===== src/rtl/fetch_ctrl.sv =====
// Instruction-fetch sequencing controller: start-up, +4 advance, stall hold,
// branch redirect with squash cycles, halt, and an accepted-instruction count.
module fetch_ctrl #(
  parameter int                XLEN         = 64,
  parameter logic [XLEN-1:0]   RESET_PC     = '0,
  parameter int                IMEM_WORDS   = 256,
  parameter int                FLUSH_CYCLES = 1
) (
  input  logic            Clk,
  input  logic            reset,
  input  logic            start,
  input  logic            stall,
  input  logic            branch_taken,
  input  logic [XLEN-1:0] branch_target,
  input  logic            halt_req,
  output logic [XLEN-1:0] pc_next,
  output logic [XLEN-1:0] pc_cur,
  output logic            fetch_valid,
  output logic            halted,
  output logic            err,
  output logic [31:0]     inst_count,
  output logic [1:0]      dbg_state
);

  typedef enum logic [1:0] {
    S_IDLE  = 2'd0,
    S_RUN   = 2'd1,
    S_FLUSH = 2'd2,
    S_HALT  = 2'd3
  } state_t;

  localparam logic [XLEN-1:0] MEM_BYTES = XLEN'(IMEM_WORDS) << 2;
  localparam logic [XLEN-1:0] LAST_PC   = MEM_BYTES - XLEN'(4);
  localparam logic [2:0]      FLUSH_INI = 3'(FLUSH_CYCLES);

  // Valid/ready contract: an instruction at pc_cur is consumed only when
  // fetch_valid is high and no stall, redirect or halt is requested that cycle.
  state_t            state_q, state_d;
  logic [XLEN-1:0]   pc_q;
  logic [2:0]        flush_cnt, flush_d;
  logic              err_set;
  logic              accept;
  logic [XLEN-1:0]   tgt;

  always_comb begin
    state_d     = state_q;
    pc_next     = pc_q;
    flush_d     = flush_cnt;
    err_set     = 1'b0;
    fetch_valid = 1'b0;
    // Low address bits of the redirect are dropped rather than faulted.
    tgt         = branch_target & ~XLEN'(3);
    unique case (state_q)
      S_IDLE: begin
        if (halt_req)   state_d = S_HALT;
        else if (start) state_d = S_RUN;
      end
      S_RUN: begin
        fetch_valid = 1'b1;
        if (halt_req) begin
          state_d = S_HALT;
        end else if (branch_taken) begin
          if (tgt >= MEM_BYTES) begin
            err_set = 1'b1;
            state_d = S_HALT;
          end else begin
            pc_next = tgt;
            flush_d = FLUSH_INI;
            state_d = S_FLUSH;
          end
        end else if (stall) begin
          state_d = S_RUN;
        end else if (pc_q == LAST_PC) begin
          state_d = S_HALT;
        end else begin
          pc_next = pc_q + XLEN'(4);
        end
      end
      S_FLUSH: begin
        flush_d = flush_cnt - 3'd1;
        if (halt_req)               state_d = S_HALT;
        else if (flush_cnt == 3'd1) state_d = S_RUN;
      end
      S_HALT: begin
        state_d = S_HALT;
      end
      default: state_d = S_IDLE;
    endcase
  end

  assign accept = fetch_valid & ~stall & ~branch_taken & ~halt_req;

  always_ff @(posedge Clk) begin
    if (reset) begin
      state_q    <= S_IDLE;
      pc_q       <= RESET_PC;
      flush_cnt  <= 3'd0;
      err        <= 1'b0;
      inst_count <= 32'd0;
    end else begin
      state_q    <= state_d;
      pc_q       <= pc_next;
      flush_cnt  <= flush_d;
      err        <= err | err_set;
      if (accept) inst_count <= inst_count + 32'd1;
    end
  end

  assign pc_cur    = pc_q;
  assign halted    = (state_q == S_HALT);
  assign dbg_state = state_q;

endmodule


===== config.mk =====
export PLATFORM = sky130hd
export DESIGN_NAME = fetch_ctrl
export DESIGN_NICKNAME = d
export VERILOG_FILES = /design/src/rtl/fetch_ctrl.sv
export SDC_FILE = /design/constraint.sdc
export NUM_CORES = 1
export LEC_CHECK = 0
export CAP_MARGIN = 20
export CORE_MARGIN = 4
export CORE_UTILIZATION = 59
export DETAILED_ROUTE_END_ITERATION = 8
export DONT_BUFFER_PORTS = 1
export PLACE_DENSITY = 0.78
export SETUP_SLACK_MARGIN = 0.2
export SLEW_MARGIN = 10
export SYNTH_ARGS = -nofsm -noshare
export SYNTH_HDL_FRONTEND = slang
export SYNTH_SLANG_ARGS = --single-unit
export TNS_END_PERCENT = 30

===== constraint.sdc =====
create_clock -name Clk -period 2.2 [get_ports Clk]
set_input_delay 0.22 -clock Clk [delete_from_list [all_inputs] [get_ports Clk]]
set_output_delay 0.22 -clock Clk [all_outputs]
set_load 0.05 [all_outputs]

==> results.json, run 1 <==
{
  "outcome": "did not finish",
  "last-stage-reached": "clock tree synthesis (4_1_cts)",
  "error_that_ended_the_run": "[ERROR DPL-0038] Utilization greater than 100%, impossible to legalize",
  "ys_warn_count": 0,
  "yosys.cell_types.count": 64,
  "ios": 235,
  "initial_utilization": 0.606,
  "synth.largest_area_cell": "sky130_fd_sc_hd__dfxtp_1",
  "htree_levels": 3,
  "postSynthRegisterBits": 102,
  "die_width_microns": 117,
  "fp-row-count": 39,
  "synthesis.nets": 1046,
  "hold_buffers": 2,
  "dp_hpwl_mm": 29.0,
  "cts_buffer_depth": 2,
  "synth-edff-count": 0,
  "io_buffers": 0,
  "post_synth_main_area_contributors": "sky130_fd_sc_hd__dfxtp_1, sky130_fd_sc_hd__a31oi_1, sky130_fd_sc_hd__o21ai_0",
  "tritoncts.num_buffers": 9,
  "postSynth.asyncResetShare": 0,
  "post-cts-setup-buffers": 53,
  "sequential_element_share_of_the_synthesized_area": 0.293,
  "cts_resized": 347,
  "gp_routability_congestion": 1.01,
  "die_y_microns": 117,
  "post_synth_inst_count": 972,
  "placedInstanceArea_sq_um": 11100,
  "dominantRegCellSynth": "sky130_fd_sc_hd__dfxtp_1",
  "cts_sinks": 102,
  "synthesis.area_per_instance_sq_um": 7.18,
  "synth_area_sq_um": 6980,
  "clk_root_buffer_cell": "sky130_fd_sc_hd__clkbuf_16",
  "netlist.area_leader.share": 0.293
}
==> stage by stage <==
stage | setup WS [ns] | hold slack [ns] | std cells | TNS (ns)
after floorplan | -0.455 | 0.407 | 972 | -19.99
after global placement | -0.388 | 0.287 | 1357 | -19.30
after detailed placement | -0.574 | 0.290 | 1357 | -37.60
==> cells in the mapped netlist (3+ instances only) <==
| cell | count |
|---|---|
| sky130_fd_sc_hd__nor3_2 | 3 |
| sky130_fd_sc_hd__xnor2_1 | 6 |
| sky130_fd_sc_hd__nand2b_1 | 9 |
| sky130_fd_sc_hd__or2_2 | 5 |
| sky130_fd_sc_hd__and3_1 | 16 |
| sky130_fd_sc_hd__o22ai_1 | 3 |
| sky130_fd_sc_hd__dfxtp_1 | 102 |
| sky130_fd_sc_hd__a31oi_1 | 71 |
| sky130_fd_sc_hd__nor4_1 | 32 |
| sky130_fd_sc_hd__ha_1 | 4 |
| sky130_fd_sc_hd__a41oi_1 | 10 |
| sky130_fd_sc_hd__and4_1 | 16 |
| sky130_fd_sc_hd__a21o_1 | 8 |
| sky130_fd_sc_hd__nand4_1 | 50 |
| sky130_fd_sc_hd__o31ai_1 | 40 |
| sky130_fd_sc_hd__nor3_1 | 25 |
| sky130_fd_sc_hd__xor2_1 | 23 |
| sky130_fd_sc_hd__mux2i_1 | 8 |
| sky130_fd_sc_hd__a211oi_1 | 3 |
| sky130_fd_sc_hd__clkbuf_1 | 66 |
| sky130_fd_sc_hd__o21ai_0 | 81 |
| sky130_fd_sc_hd__a22o_1 | 4 |
| sky130_fd_sc_hd__buf_2 | 19 |
| sky130_fd_sc_hd__nor2_1 | 87 |
| sky130_fd_sc_hd__nand2_1 | 103 |
| sky130_fd_sc_hd__nor2b_1 | 14 |
| sky130_fd_sc_hd__nor3b_1 | 7 |
| sky130_fd_sc_hd__and2_1 | 13 |
| sky130_fd_sc_hd__nand3_1 | 42 |
| sky130_fd_sc_hd__inv_1 | 15 |
| sky130_fd_sc_hd__or3_1 | 11 |
| sky130_fd_sc_hd__a21oi_1 | 37 |
==> kinds of logic after synthesis <==
| family | Yosys count | share of synthesized area |
|---|---|---|
| compound gates | 279 | 0.255 |
| simple gates | 444 | 0.334 |
| xor+xnor | 29 | 0.0364 |
| mux | 9 | 0.0131 |
| fa+ha+maj | 4 | 0.00717 |
| buf+inv | 105 | 0.0613 |
| flops | 102 | 0.293 |
==> run 2: changes to the inputs <==
--- a/config.mk
+++ b/config.mk
@@ -7,11 +7,10 @@
 export LEC_CHECK = 0
 export CAP_MARGIN = 20
 export CORE_MARGIN = 4
-export CORE_UTILIZATION = 59
+export CORE_UTILIZATION = 40
 export DETAILED_ROUTE_END_ITERATION = 8
 export DONT_BUFFER_PORTS = 1
-export PLACE_DENSITY = 0.78
-export SETUP_SLACK_MARGIN = 0.2
+export PLACE_DENSITY_LB_ADDON = 0.15
 export SLEW_MARGIN = 10
 export SYNTH_ARGS = -nofsm -noshare
 export SYNTH_HDL_FRONTEND = slang
==> constraint.sdc (replaced) <==
create_clock -name Clk -period 2.9 [get_ports Clk]
set_input_delay 0.29 -clock Clk [delete_from_list [all_inputs] [get_ports Clk]]
set_output_delay 0.29 -clock Clk [all_outputs]
set_load 0.05 [all_outputs]
==> run 2 against run 1 <==
The flow now finishes, with violations (setup timing). Synthesized cell count unchanged. Area after synthesis is the same.
==> results.json, run 2 <==
{
  "outcome": "complete, but fails checks",
  "failed_checks": "setup timing",
  "largest_register_ff_count": 64,
  "period_share": 1.07,
  "drt_iter0_markers": 842,
  "synthesis.nets": 1046,
  "gp_routability_congestion": 0.906,
  "synth_area_sq_um": 6980,
  "clock_power_share": 0.420,
  "setup_crit_end_kind": "output port",
  "sequential_element_share_of_the_synthesized_area": 0.293,
  "ys_warn_count": 0,
  "detail_routed_via_count_per_cell": 6.30,
  "clk_root_buffer_cell": "sky130_fd_sc_hd__clkbuf_16",
  "power_leakage_nw": 4.11,
  "reg2reg_setup_slack_ns": 0.29,
  "timing.max_slew.rel_slack": 0.469,
  "cp-start-kind": "flop",
  "totalNegativeSetupSlack_ns": -3.70,
  "holdPathStages": 1,
  "p_int_mw": 2.19,
  "power_switching_mw": 0.816,
  "fillers": 1473,
  "worstSkewPairLatency_ns": 0.36,
  "critical_path_peak_fanout": 6,
  "tritoncts.num_buffers": 9,
  "final_hold_viol_count": 0,
  "post_synth_inst_count": 972,
  "post_route_cells_drive_above_1_share": 0.397,
  "global_route_wire_length_before_repair_mm": 45.3,
  "yosys.cell_types.count": 64,
  "grt_use_total": 0.286,
  "io_buffers": 0,
  "reg_to_reg_critical_path_startpoint": "pc_cur[22]",
  "dominantRegCellSynth": "sky130_fd_sc_hd__dfxtp_1",
  "postSynth.asyncResetShare": 0,
  "rsz0062_at_grt": "true",
  "antenna_found_initial": 0,
  "worst_ep_arrival_time_ns": 2.81,
  "drv.max_cap_violation_count": 0,
  "synthesis.area_per_instance_sq_um": 7.18,
  "sequential_cell_area_sq_um": 2130,
  "htree_levels": 3,
  "worst-endpoint-required_ns": 2.61,
  "postRouteWirelength_mm": 30.6,
  "worst_pin_slew_ns": 0.795,
  "postSynthRegisterBits": 102,
  "ant_nets": 0,
  "cts_sinks": 102,
  "utilization": 0.630,
  "synth.largest_area_cell": "sky130_fd_sc_hd__dfxtp_1",
  "synth.most_common_cell": "sky130_fd_sc_hd__nand2_1",
  "post-route-worst-setup-slack_ns": -0.195,
  "number_of_pins_with_negative_max_slew_slack_in_the_final_report": 0,
  "design_area_sq_um": 10800,
  "hold_start": "reset",
  "multi_input_area_sq_um": 5390,
  "core_sq_um": 17200,
  "detail_route.drc_violations": 0,
  "antenna_cells_inserted": 0,
  "fp-row-count": 48,
  "path_clk_slew_ns": 0.07,
  "sequentialPowerShare": 0.469,
  "grt_pass1_vias": 7924,
  "detailedPlace.worstSlack_ns": 0.0451,
  "worst_ir_drop_vdd_mv": 0.289,
  "placedInstanceArea_sq_um": 9350,
  "cts_tree": "yes",
  "die_footprint_sq_um": 19600,
  "cts_buffer_depth": 2,
  "timing.fmax_ghz": 0.323,
  "worst_r2r_endpoint": "pc_cur[15]",
  "largest_net_degree_at_the_start_of_global_routing": 63,
  "timing.hold.worst.class": "in2reg",
  "dp_hpwl_mm": 21.0,
  "nNetsFinal": 1230,
  "mostFrequentLayoutCell": "sky130_fd_sc_hd__buf_4",
  "post_synth_main_area_contributors": "sky130_fd_sc_hd__dfxtp_1, sky130_fd_sc_hd__a31oi_1, sky130_fd_sc_hd__o21ai_0",
  "layout.cells.most_common_list": "sky130_fd_sc_hd__buf_4, sky130_fd_sc_hd__nand2_1, sky130_fd_sc_hd__nor2_1",
  "die_width_microns": 140,
  "critical_path_class": "reg2out",
  "power_density_nw_per_um2": 277,
  "ios": 235,
  "drt_pass1_iterations": 5,
  "initial_utilization": 0.406,
  "final.setup_skew_ns": 0.00862,
  "finalHoldWorstSlack_ns": 0.0205,
  "cells_on_worst_reg2reg_path": 10,
  "num_vias": 8727,
  "synthToLayoutAreaGrowth_pct": 55.1,
  "synth_commonest_cells": "sky130_fd_sc_hd__nand2_1, sky130_fd_sc_hd__dfxtp_1, sky130_fd_sc_hd__nor2_1",
  "synth-edff-count": 0,
  "grt_overflow_total": 0,
  "detail_route.wl_per_cell_microns": 22.1,
  "netlist.area_leader.share": 0.293,
  "die_y_microns": 140,
  "holdPathEnd": "pc_cur[7]",
  "setup-violations-final": 46,
  "comb_power_share": 0.112,
  "finalWorstPathRequiredPeriod_ns": 3.10,
  "netSwitchingFraction": 0.272
}
==> run 2: cell counts after synthesis <==
Identical to the previous run, type by type.
==> run 2: cells by family after synthesis <==
logic type               Yosys count  share of synthesized area
AO/OA/AOI/OAI                    279                      0.255
XOR/XNOR                          29                     0.0364
adder cells (fa/ha/maj)            4                    0.00717
buffers and inverters            105                     0.0613
flip-flops                       102                      0.293
multiplexers                       9                     0.0131
AND/OR/NAND/NOR                  444                      0.334
==> run 2: worst max-delay path: stages (launching register included) <==
cell                       delay, ns
sky130_fd_sc_hd__dfxtp_4        0.37
sky130_fd_sc_hd__buf_6          0.10
sky130_fd_sc_hd__nand4_1        0.18
sky130_fd_sc_hd__nor3_4         0.28
sky130_fd_sc_hd__buf_6          0.15
sky130_fd_sc_hd__nand2_4        0.05
sky130_fd_sc_hd__buf_4          0.13
sky130_fd_sc_hd__a211oi_4       0.27
sky130_fd_sc_hd__buf_6          0.18
sky130_fd_sc_hd__nand4_1        0.17
sky130_fd_sc_hd__a21o_1         0.21
sky130_fd_sc_hd__a21o_1         0.20
sky130_fd_sc_hd__buf_12         0.15
==> run 2: routing by layer <==
layer  track usage  wire [microns]  vias to the layer above
met3        0.0604            2980                       76
met4         0.101            1030                        0
met1         0.361           11800                     4122
met2         0.485           14700                      505
li1              -               -                     4024
met5             0               0                        -
==> run 2: power by group through the flow <==
stage / combinational (mW) / clock, mW / sequential, mW
final: 0.336 / 1.26 / 1.41
after CTS: 0.304 / 1.29 / 1.41
after global placement: 0.272 / 0 / 1.45
after detailed placement: 0.274 / 0 / 1.45
after global routing: 0.357 / 1.33 / 1.41
after floorplan: 0.187 / 0 / 1.47
==> run 2: final cells by class <==
cell class / instances / area share
multi-input cells: 766 / 0.498
repair buffers: 262 / 0.247
flip-flops and latches: 102 / 0.196
well taps: 225 / 0.0260
clock buffers: 9 / 0.0208
clock inverters: 6 / 0.00659
inverters: 15 / 0.00520
==> run 2: repair_timing <==
item                       4_1_cts  5_1_grt
hold endpoints to repair        47        0
gates resized for setup         79      100
setup buffers                   18       22
pin swaps                       21       36
hold buffers                     2        0
setup endpoints to repair       58       59
cloned                           2        3
==> run 2: worst max-delay path by stage <==
stage                          start          end  slack (ns)
final                     pc_cur[18]  pc_next[32]       -0.20
after global routing      pc_cur[18]  pc_next[26]       -0.24
after CTS                 pc_cur[29]   pc_next[3]       -0.10
after detailed placement  pc_cur[14]  pc_next[37]        0.05
after global placement    pc_cur[14]  pc_next[39]        0.07
after floorplan           pc_cur[42]  pc_next[60]       -0.22
==> run 2: through the flow <==
stage                     total power [mW]  instances
after floorplan                       1.65        972
after global placement                1.72       1324
after detailed placement              1.72       1324
after CTS                             3.00       1361
after global routing                  3.09       1385
final                                 3.00       1385
No activity file was read; power rests on OpenSTA's default activity.
